[src/rtl/gat_load_sequencer.sv]
// Load-and-run sequencer: steers one 32-bit word stream into four accelerator BRAM write ports, then waits for gat_ready.
// Optional LOAD_PERF_CNT_EN adds perf_cycles, a saturating LD_SG-to-DONE cycle counter.
module gat_load_sequencer #(
    parameter int unsigned TOP_WIDTH        = 32,
    parameter int unsigned SG_DEPTH         = 13264,
    parameter int unsigned H_DATA_DEPTH     = 242101,
    parameter int unsigned NODE_INFO_DEPTH  = 13264,
    parameter int unsigned WEIGHT_DEPTH     = 22928,
    parameter int unsigned SG_ADDR_W        = $clog2(SG_DEPTH),
    parameter int unsigned H_DATA_ADDR_W    = $clog2(H_DATA_DEPTH),
    parameter int unsigned NODE_INFO_ADDR_W = $clog2(NODE_INFO_DEPTH),
    parameter int unsigned WEIGHT_ADDR_W    = $clog2(WEIGHT_DEPTH)
) (
    input  logic                          clk,
    input  logic                          rst_n,
    input  logic                          start,
    input  logic                          abort,
    input  logic [TOP_WIDTH-1:0]          s_data,
    input  logic                          s_valid,
    output logic                          s_ready,
    output logic [TOP_WIDTH-1:0]          subgraph_bram_din,
    output logic                          subgraph_bram_ena,
    output logic                          subgraph_bram_wea,
    output logic [SG_ADDR_W+1:0]          subgraph_bram_addra,
    output logic [TOP_WIDTH-1:0]          h_data_bram_din,
    output logic                          h_data_bram_ena,
    output logic                          h_data_bram_wea,
    output logic [H_DATA_ADDR_W+1:0]      h_data_bram_addra,
    output logic [TOP_WIDTH-1:0]          h_node_info_bram_din,
    output logic                          h_node_info_bram_ena,
    output logic                          h_node_info_bram_wea,
    output logic [NODE_INFO_ADDR_W+1:0]   h_node_info_bram_addra,
    output logic [TOP_WIDTH-1:0]          wgt_bram_din,
    output logic                          wgt_bram_ena,
    output logic                          wgt_bram_wea,
    output logic [WEIGHT_ADDR_W+1:0]      wgt_bram_addra,
    output logic                          h_data_bram_load_done,
    output logic                          h_node_info_bram_load_done,
    output logic                          wgt_bram_load_done,
    input  logic                          gat_ready,
    output logic                          busy,
    output logic                          done,
    output logic [2:0]                    seq_state
`ifdef LOAD_PERF_CNT_EN
    ,
    output logic [TOP_WIDTH-1:0]          perf_cycles
`endif
);

    localparam int unsigned MAX_A = (SG_ADDR_W > H_DATA_ADDR_W) ? SG_ADDR_W : H_DATA_ADDR_W;
    localparam int unsigned MAX_B = (NODE_INFO_ADDR_W > WEIGHT_ADDR_W) ? NODE_INFO_ADDR_W : WEIGHT_ADDR_W;
    localparam int unsigned CNT_W = (MAX_A > MAX_B) ? MAX_A : MAX_B;

    typedef enum logic [2:0] {
        IDLE  = 3'd0,
        LD_SG = 3'd1,
        LD_H  = 3'd2,
        LD_NI = 3'd3,
        LD_W  = 3'd4,
        RUN   = 3'd5,
        DONE  = 3'd6
    } state_e;

    state_e                       state_q, state_d;
    logic [CNT_W-1:0]             cnt_q, cnt_d;
    logic                         s_ready_q, s_ready_d;
    logic                         busy_q, busy_d;
    logic                         done_q, done_d;
    logic                         armed_q, armed_d;
    logic [2:0]                   flags_q, flags_d;   // {wgt, node_info, h_data}
    logic [2:0]                   fin_q, fin_d;       // final write of a flagged region in flight
    logic [3:0]                   we_q, we_d;         // {wgt, node_info, h_data, subgraph}
    logic [TOP_WIDTH-1:0]         sg_din_q, sg_din_d, h_din_q, h_din_d;
    logic [TOP_WIDTH-1:0]         ni_din_q, ni_din_d, w_din_q, w_din_d;
    logic [SG_ADDR_W+1:0]         sg_addr_q, sg_addr_d;
    logic [H_DATA_ADDR_W+1:0]     h_addr_q, h_addr_d;
    logic [NODE_INFO_ADDR_W+1:0]  ni_addr_q, ni_addr_d;
    logic [WEIGHT_ADDR_W+1:0]     w_addr_q, w_addr_d;
    logic                         hs;
    logic                         cnt_last;
    logic                         adv;

    // abort masks a handshake so nothing is launched in the abort cycle
    assign hs = s_valid & s_ready_q & ~abort;

    always_comb begin
        cnt_last = 1'b0;
        case (state_q)
            LD_SG:   cnt_last = (cnt_q == CNT_W'(SG_DEPTH - 1));
            LD_H:    cnt_last = (cnt_q == CNT_W'(H_DATA_DEPTH - 1));
            LD_NI:   cnt_last = (cnt_q == CNT_W'(NODE_INFO_DEPTH - 1));
            LD_W:    cnt_last = (cnt_q == CNT_W'(WEIGHT_DEPTH - 1));
            default: cnt_last = 1'b0;
        endcase
    end

    // next-state, counter, flags and write-port steering
    always_comb begin
        state_d  = state_q;
        cnt_d    = cnt_q;
        adv      = 1'b0;
        armed_d  = 1'b0;
        done_d   = 1'b0;
        flags_d  = flags_q | fin_q;
        if (abort) begin
            state_d = IDLE;
            cnt_d   = '0;
            flags_d = '0;
        end else begin
            case (state_q)
                IDLE, DONE: begin
                    if (start) begin
                        state_d = LD_SG;
                        cnt_d   = '0;
                        flags_d = '0;
                    end
                end
                LD_SG, LD_H, LD_NI, LD_W: begin
                    if (hs) begin
                        if (cnt_last) begin
                            cnt_d   = '0;
                            adv     = 1'b1;
                            state_d = state_e'(state_q + 3'd1);
                        end else begin
                            cnt_d = cnt_q + CNT_W'(1);
                        end
                    end
                end
                RUN: begin
                    armed_d = 1'b1;
                    if (armed_q && gat_ready) begin
                        state_d = DONE;
                        done_d  = 1'b1;
                        armed_d = 1'b0;
                    end
                end
                default: state_d = IDLE;
            endcase
        end

        fin_d     = {adv & (state_q == LD_W), adv & (state_q == LD_NI), adv & (state_q == LD_H)};
        s_ready_d = ~adv & (state_d inside {LD_SG, LD_H, LD_NI, LD_W});
        busy_d    = ~((state_d == IDLE) || (state_d == DONE));

        we_d      = {hs & (state_q == LD_W), hs & (state_q == LD_NI),
                     hs & (state_q == LD_H), hs & (state_q == LD_SG)};
        sg_din_d  = we_d[0] ? s_data : sg_din_q;
        h_din_d   = we_d[1] ? s_data : h_din_q;
        ni_din_d  = we_d[2] ? s_data : ni_din_q;
        w_din_d   = we_d[3] ? s_data : w_din_q;
        sg_addr_d = we_d[0] ? {cnt_q[SG_ADDR_W-1:0], 2'b00} : sg_addr_q;
        h_addr_d  = we_d[1] ? {cnt_q[H_DATA_ADDR_W-1:0], 2'b00} : h_addr_q;
        ni_addr_d = we_d[2] ? {cnt_q[NODE_INFO_ADDR_W-1:0], 2'b00} : ni_addr_q;
        w_addr_d  = we_d[3] ? {cnt_q[WEIGHT_ADDR_W-1:0], 2'b00} : w_addr_q;
    end

    always_ff @(posedge clk or negedge rst_n) begin
        if (!rst_n) begin
            state_q   <= IDLE;
            cnt_q     <= '0;
            s_ready_q <= 1'b0;
            busy_q    <= 1'b0;
            done_q    <= 1'b0;
            armed_q   <= 1'b0;
            flags_q   <= '0;
            fin_q     <= '0;
            we_q      <= '0;
            sg_din_q  <= '0;
            h_din_q   <= '0;
            ni_din_q  <= '0;
            w_din_q   <= '0;
            sg_addr_q <= '0;
            h_addr_q  <= '0;
            ni_addr_q <= '0;
            w_addr_q  <= '0;
        end else begin
            state_q   <= state_d;
            cnt_q     <= cnt_d;
            s_ready_q <= s_ready_d;
            busy_q    <= busy_d;
            done_q    <= done_d;
            armed_q   <= armed_d;
            flags_q   <= flags_d;
            fin_q     <= fin_d;
            we_q      <= we_d;
            sg_din_q  <= sg_din_d;
            h_din_q   <= h_din_d;
            ni_din_q  <= ni_din_d;
            w_din_q   <= w_din_d;
            sg_addr_q <= sg_addr_d;
            h_addr_q  <= h_addr_d;
            ni_addr_q <= ni_addr_d;
            w_addr_q  <= w_addr_d;
        end
    end

`ifdef LOAD_PERF_CNT_EN
    logic [TOP_WIDTH-1:0] perf_q, perf_d;

    // counts every cycle spent in LD_SG..RUN, saturating
    always_comb begin
        perf_d = perf_q;
        if (abort || (((state_q == IDLE) || (state_q == DONE)) && start)) begin
            perf_d = '0;
        end else if (busy_q && (perf_q != '1)) begin
            perf_d = perf_q + TOP_WIDTH'(1);
        end
    end

    always_ff @(posedge clk or negedge rst_n) begin
        if (!rst_n) perf_q <= '0;
        else        perf_q <= perf_d;
    end

    assign perf_cycles = perf_q;
`endif

    assign s_ready                    = s_ready_q;
    assign busy                       = busy_q;
    assign done                       = done_q;
    assign seq_state                  = state_q;
    assign h_data_bram_load_done      = flags_q[0];
    assign h_node_info_bram_load_done = flags_q[1];
    assign wgt_bram_load_done         = flags_q[2];
    assign subgraph_bram_din          = sg_din_q;
    assign subgraph_bram_ena          = we_q[0];
    assign subgraph_bram_wea          = we_q[0];
    assign subgraph_bram_addra        = sg_addr_q;
    assign h_data_bram_din            = h_din_q;
    assign h_data_bram_ena            = we_q[1];
    assign h_data_bram_wea            = we_q[1];
    assign h_data_bram_addra          = h_addr_q;
    assign h_node_info_bram_din       = ni_din_q;
    assign h_node_info_bram_ena       = we_q[2];
    assign h_node_info_bram_wea       = we_q[2];
    assign h_node_info_bram_addra     = ni_addr_q;
    assign wgt_bram_din               = w_din_q;
    assign wgt_bram_ena               = we_q[3];
    assign wgt_bram_wea               = we_q[3];
    assign wgt_bram_addra             = w_addr_q;

endmodule

[config.mk]
export PLATFORM = sky130hd
export DESIGN_NAME = gat_load_sequencer
export DESIGN_NICKNAME = d
export VERILOG_FILES = /design/src/rtl/gat_load_sequencer.sv
export SDC_FILE = /design/constraint.sdc
export NUM_CORES = 1
export LEC_CHECK = 0
export BUFFER_PORTS_ARGS = -buffer_cell sky130_fd_sc_hd__buf_2
export CORE_MARGIN = 3
export CORE_UTILIZATION = 52
export DETAILED_ROUTE_END_ITERATION = 10
export HOLD_SLACK_MARGIN = 0.02
export PLACE_DENSITY = 0.79
export SLEW_MARGIN = 20
export SYNTH_ARGS = -nofsm -noshare
export SYNTH_HDL_FRONTEND = slang
export SYNTH_SLANG_ARGS = --single-unit
[constraint.sdc]
create_clock -name clk -period 3.16 [get_ports clk]
set_input_delay 0.158 -clock clk [delete_from_list [all_inputs] [get_ports clk]]
set_output_delay 0.158 -clock clk [all_outputs]
set_load 0.05 [all_outputs]
* Yosys cells after proc, flatten, opt, wreduce, memory -nomap -nowiden
Cells that the tools add are included. Widths: inputs -> output; s select.
Storage, ports and cells: input bits 38, flip-flop bits (word level) 224, logic and storage cells 84, output and inout bits 214
Operators by class: reductions and logical operators 10, add/subtract/negate cells 2, bitwise operators 14, eq/ne operators 16, mux-type cells 25
Operators with widths (number):
- $mux 18 | 4
- $pmux 18 s2 | 1
- $mux 3 | 8
- $add 18x1->18 const B | 1
- $eq 18x14->1 const B | 1
- $eq 18x15->1 const B | 1
- $eq 18x18->1 const B | 1
- $eq 3x3->1 const B | 5
- $eq 3x2->1 const B | 4
- $and 1x1->1 | 10
- $mux 1 | 10
- $pmux 3 s3 | 1
- $eq 3x1->1 const B | 2
- $logic_not 3->1 | 2
- $ne 3x3->1 const B | 2
- $reduce_bool 4->1 | 1
- $reduce_or 2->1 | 2
- $reduce_or 4->1 | 1
- $add 3x1->3 const B | 1
- $not 1->1 | 3
- $or 3x3->3 | 1
- $pmux 1 s3 | 1
- $reduce_and 3->1 | 1
- $reduce_bool 3->1 | 1
- 2 further kinds | 2

* Logic depth before layout (Yosys ltp)
depth in word-level cells 10, depth in mapped cells 11

* Least setup slack after synthesis
OpenSTA, ideal clock, no wires.
path kind register to register, start point register state_q[2] (netlist: seq_state[2]), end point register s_ready_q (netlist: s_ready), path slack 159 ps, library setup time 119 ps, stages on the path, launching flop included 11, clock period less this slack 3001 ps, data arrival time 2882 ps, data required time 3041 ps, cell sequence dfrtp_1 -> buf_4 -> inv_1 -> ha_1 -> buf_2 -> nor4_1 -> o21a_1 -> a31oi_1 -> a221o_2 -> and3_1 -> o21a_1
Between the ends: word-level cells in the longest chain between the ends 10, elaborated cells on any way between the ends 29, classes of those cells add/sub: 1; eq/ne: 10; mux: 11; bitwise: 2; reduce/logical: 5
Ends and longest elaborated chain:
- start: declaration | RTL line 64 | state_e state_q, state_d;
- start signal: assignment | RTL line 177 | state_q <= state_d;
- $eq 3x2->1 or $eq 3x1->1 (tied branches) | RTL line 88, 110
- $reduce_or 2->1 (no source line)
- $pmux 1 s3 | RTL line 88 | case (state_q)
- $mux 3 | RTL line 120 | if (cnt_last) begin
- $mux 3 | RTL line 119 | if (hs) begin
- $pmux 3 s3 | RTL line 110 | case (state_q)
- $mux 3 | RTL line 105 | if (abort) begin
- $eq 3x1->1 (tied with other cells) | RTL line 142 | s_ready_d = ~adv & (state_d inside {LD_SG, LD_H, LD_NI, LD_W});
- $reduce_bool 4->1 | RTL line 142
- $and 1x1->1 (*) | RTL line 142
- net s_ready_d | RTL line 66 | logic s_ready_q, s_ready_d;
- end signal: assignment | RTL line 179 | s_ready_q <= s_ready_d;
- end: declaration | RTL line 66
Mark *: on every way through the listed nets, which the timed path passes. The rest lies on a longest branch. A chain may end at the register's enable or synchronous reset.

* Final worst setup path
start point register state_q[1] (netlist: seq_state[1]), end point register s_ready_q (netlist: s_ready)
The elaborated chain is that of the path after synthesis.

==> run_results.csv <==
group,metric,value,unit
worst_setup_path,max_stage_delay,0.45,ns
sta,final-max-slew-violation-count,0,
drt,drt.antenna.violating_nets,0,
worst_setup_path,path_class,"flop to flop",
floorplanning,start_util,53.9,%
global_route,grtUsageMet2,40.2,%
global_route,grt_pass1_wl,36700,um
synth,avgSynthCellArea,14.4,um2
power,internal-power,4.73,mW
place,routabilityCongestion,0.831,
synth,synth.distinct_cells,52,
worst_setup_path,worstSetupEndpointType,"flop",
synth,synth_edf_count,0,
synth,synthTopCellsByArea,"dfrtp_1 (62%), mux2_2 (23%), buf_4 (1.1%)",
place,dpl_worst_slack,0.248,ns
sta,fin_crit,2.95,ns
sta,fin_crit_sh,93.3,%
final_layout,fillers,1134,
worst_setup_path,path_max_fanout,11,
power,sw_frac_of_total,25.8,%
worst_setup_path,cp_top_family,"compound AO/OA/AOI/OAI gates",
global_route,grt.busiest_layer,"met2",
worst_setup_path,critPathArrivalTime,3.34,ns
power,combPwrFrac,10.4,%
floorplanning,die-area,19100,um2
power,power_frac_clock,42.8,%
drt,wirelength,22500,um
sta,setup_viol,0,
clocking,cts_tree,"done",
synth,synth-main-ff-cell,"dfrtp_1",
global_route,antenna_found_initial,0,
sta,fin_ws,0.213,ns
synth,async_flop_share,100,%
synth,yosysWarnings,0,
synth,yosysTopAreaCellShare,61.6,%
global_route,use_met3,8.84,%
clocking,cts_htree_levels,1,
floorplanning,rows,47,
worst_setup_path,worst_path_most_repeated_cell,"ha_1",
global_route,grt_max_degree,93,
drt,drt_first_pass_iters,4,
sta,hold_violations,0,
worst_setup_path,crit_chain,"ha_1, ha_1, nand3b_1, mux2_1, o2111ai_2, nor4_4, a221o_2, and3_1, o21a_1",
worst_setup_path,cp-start-kind,"flop",
clocking,clkTransAtPathRegs,0.06,ns
global_route,grt_pass1_vias,6693,
clocking,numCtsBuffers,24,
synth,synth_seq_cells,224,
drt,vias,6168,
floorplanning,die_x,138,um
global_route,overflow,0,
power,power.switching,1.65,mW
sta,finClkSkew,0.00885,ns
power,pwr_density_cell,545,nW/um2
power,leakage,6.43,nW
final_layout,nets,960,
sta,setup_tns,0,ns
sta,rsz0062_at_grt,"no",
sta,fmax,339,MHz
synth,synth_top_cell_by_area,"dfrtp_1",
drt,wire_per_inst,19.5,um
clocking,cts_root_buffer,"clkbuf_16",
power,max-vdd-ir-drop,0.000475,V
final_layout,diodes,0,
worst_setup_path,slowest_stage,"dfrtp_1",
clocking,cts_buffer_depth,3,
sta,relSlewSlack,34.5,%
worst_setup_path,cp_num_cells,9,
floorplanning,die_h,138,um
place,dp_hpwl,14800,um
sta,worstMarginPinSlew,0.970,ns
final_layout,drive_above_1_share,53.6,%
worst_hold_path,hp-class,"primary input to async pin",
final_layout,syn2layout_area_growth,28.5,%
synth,synthCells,634,
clocking,insertion_delay,0.51,ns
worst_setup_path,worstPathBufferInverterCount,0,
clocking,numClockSinks,224,
worst_setup_path,reg2reg_depth,9,
power,power_frac_seq,46.8,%
place,portBuffers,243,
flow_run,cap_viol_max_count,0,
floorplanning,core-area,16900,um2
run_status,status,"completed",
global_route,gr-usage-met1,27.9,%
floorplanning,io-pin-count,252,
drt,drc_errors,0,
synth,yosysSeqAreaShare,61.6,%
worst_setup_path,cp.required,3.56,ns
global_route,globalRouteTotalUtil,23.4,%
synth,syn-cell-area,9100,um2
drt,drt_iter0_drc,206,
drt,viasPerCell,5.34,
-- cells in the final DEF (no fill, tap or decap), types with 11 or more instances in the layout --
cell type | Yosys | routed
buf_4 | 13 | 11
clkbuf_16 | 0 | 24
buf_2 | 11 | 242
inv_1 | 11 | 11
o21ai_0 | 14 | 14
nor2_1 | 22 | 22
mux2_2 | 188 | 188
dfrtp_1 | 224 | 224
dlygate4sd3_1 | 0 | 37
nand2_1 | 22 | 21
-- cells by family (layout without fill, tap and decap cells) --
logic type | Yosys count | in the layout | share of synthesized area [%]
AO/OA/AOI/OAI | 50 | 50 | 4.32
adder cells (fa/ha/maj) | 6 | 6 | 0.825
other | 1 | 8 | 0.0412
AND/OR/NAND/NOR | 95 | 95 | 5.58
buffers and inverters | 56 | 349 | 3.00
multiplexers | 191 | 191 | 23.6
XOR/XNOR | 11 | 11 | 1.06
flip-flops | 224 | 224 | 61.6
-- state kept, by name, indices dropped and copies added, names as in the netlist, 4 cells and up --
register / count
we_q: 4
h_data_bram_din: 32
subgraph_bram_din: 32
h_node_info_bram_addra: 14
cnt_q: 18
wgt_bram_addra: 15
subgraph_bram_addra: 14
h_node_info_bram_din: 32
h_data_bram_addra: 18
wgt_bram_din: 32
-- path summary, 6_finish.rpt --
path / from / slack, ns / end
worst max-delay path: seq_state[1] / 0.21 / s_ready
worst min-delay path: rst_n / 0.28 / subgraph_bram_din[10]
worst max register to register: seq_state[1] / 0.21 / s_ready
max in group asynchronous: rst_n / 2.08 / h_data_bram_addra[13]
worst min register to register: fin_q[1] / 0.46 / flags_q[1]
min in group clk: s_valid / 0.36 / s_ready
-- layer usage --
layer / vias up / share of wire, % / wire (um)
met5: - / 0 / 0
met3: 38 / 9.3 / 2090
met2: 219 / 50 / 11200
met1: 3142 / 39 / 8760
li1: 2769 / - / -
met4: 0 / 2.0 / 443
-- layout make-up --
class | instances | area, um2 | share of cell area, %
Tap cell | 220 | 275 | 2.35
Clock buffer | 35 | 692 | 5.91
Multi-Input combinational cell | 361 | 3260 | 27.8
Sequential cell | 224 | 5610 | 47.9
Inverter | 11 | 41.3 | 0.353
Timing Repair Buffer | 294 | 1740 | 14.9
Clock inverter | 9 | 90.1 | 0.770
-- power groups by stage --
stage | combinational, mW | clock [mW] | sequential (mW)
after floorplan | 0.165 | 0 | 3.29
after global placement | 0.624 | 0 | 3.03
after detailed placement | 0.632 | 0 | 3.03
after CTS | 0.668 | 2.80 | 2.98
after global routing | 0.709 | 2.93 | 2.99
final | 0.667 | 2.73 | 2.99
-- cell usage after synthesis, types with 2 or more instances --
library cell  count
nor2_1           22
inv_1            11
xnor2_1           7
mux2_2          188
o21a_1            6
or3_1             3
nand2b_1          2
clkbuf_1         18
nor4_1            2
nor3_1            7
o41ai_1           2
buf_1             3
nand3_2           2
buf_2            11
a211o_1           2
xor2_1            4
nand4_1           2
nor2b_1           3
o31ai_1           3
and2_1            9
nand2_1          22
mux2_1            2
ha_1              6
dfrtp_1         224
buf_4            13
nor3b_1           3
o21ai_0          14
nand3_1           6
and3_1            5
a21oi_1          10
-- through the flow --
stage	util, %	area [um2]	power [mW]	cells	hold slack [ns]
2_1_floorplan	-	9130	3.45	641	-0.138
5_1_grt	69.3	11700	6.63	1154	0.319
4_1_cts	69.3	11700	6.45	1154	0.273
3_3_place_gp	62.5	10500	3.65	1073	0.227
6_report	69.3	11700	6.38	1154	0.278
3_5_place_dp	62.5	10500	3.66	1073	0.222
-- repair_timing --
item | CTS | global route
gates resized for setup | 0 | 0
endpoints found under the hold margin | 222 | 0
setup buffers | 0 | 0
hold buffers | 37 | 0
-- worst register-to-register path, stage by stage, from the launching register on --
cell	delay, ns
dfrtp_1	0.45
ha_1	0.19
ha_1	0.46
nand3b_1	0.18
mux2_1	0.36
o2111ai_2	0.32
nor4_4	0.12
a221o_2	0.40
and3_1	0.19
o21a_1	0.16
Note: power is estimated with default switching activity, not from simulation.
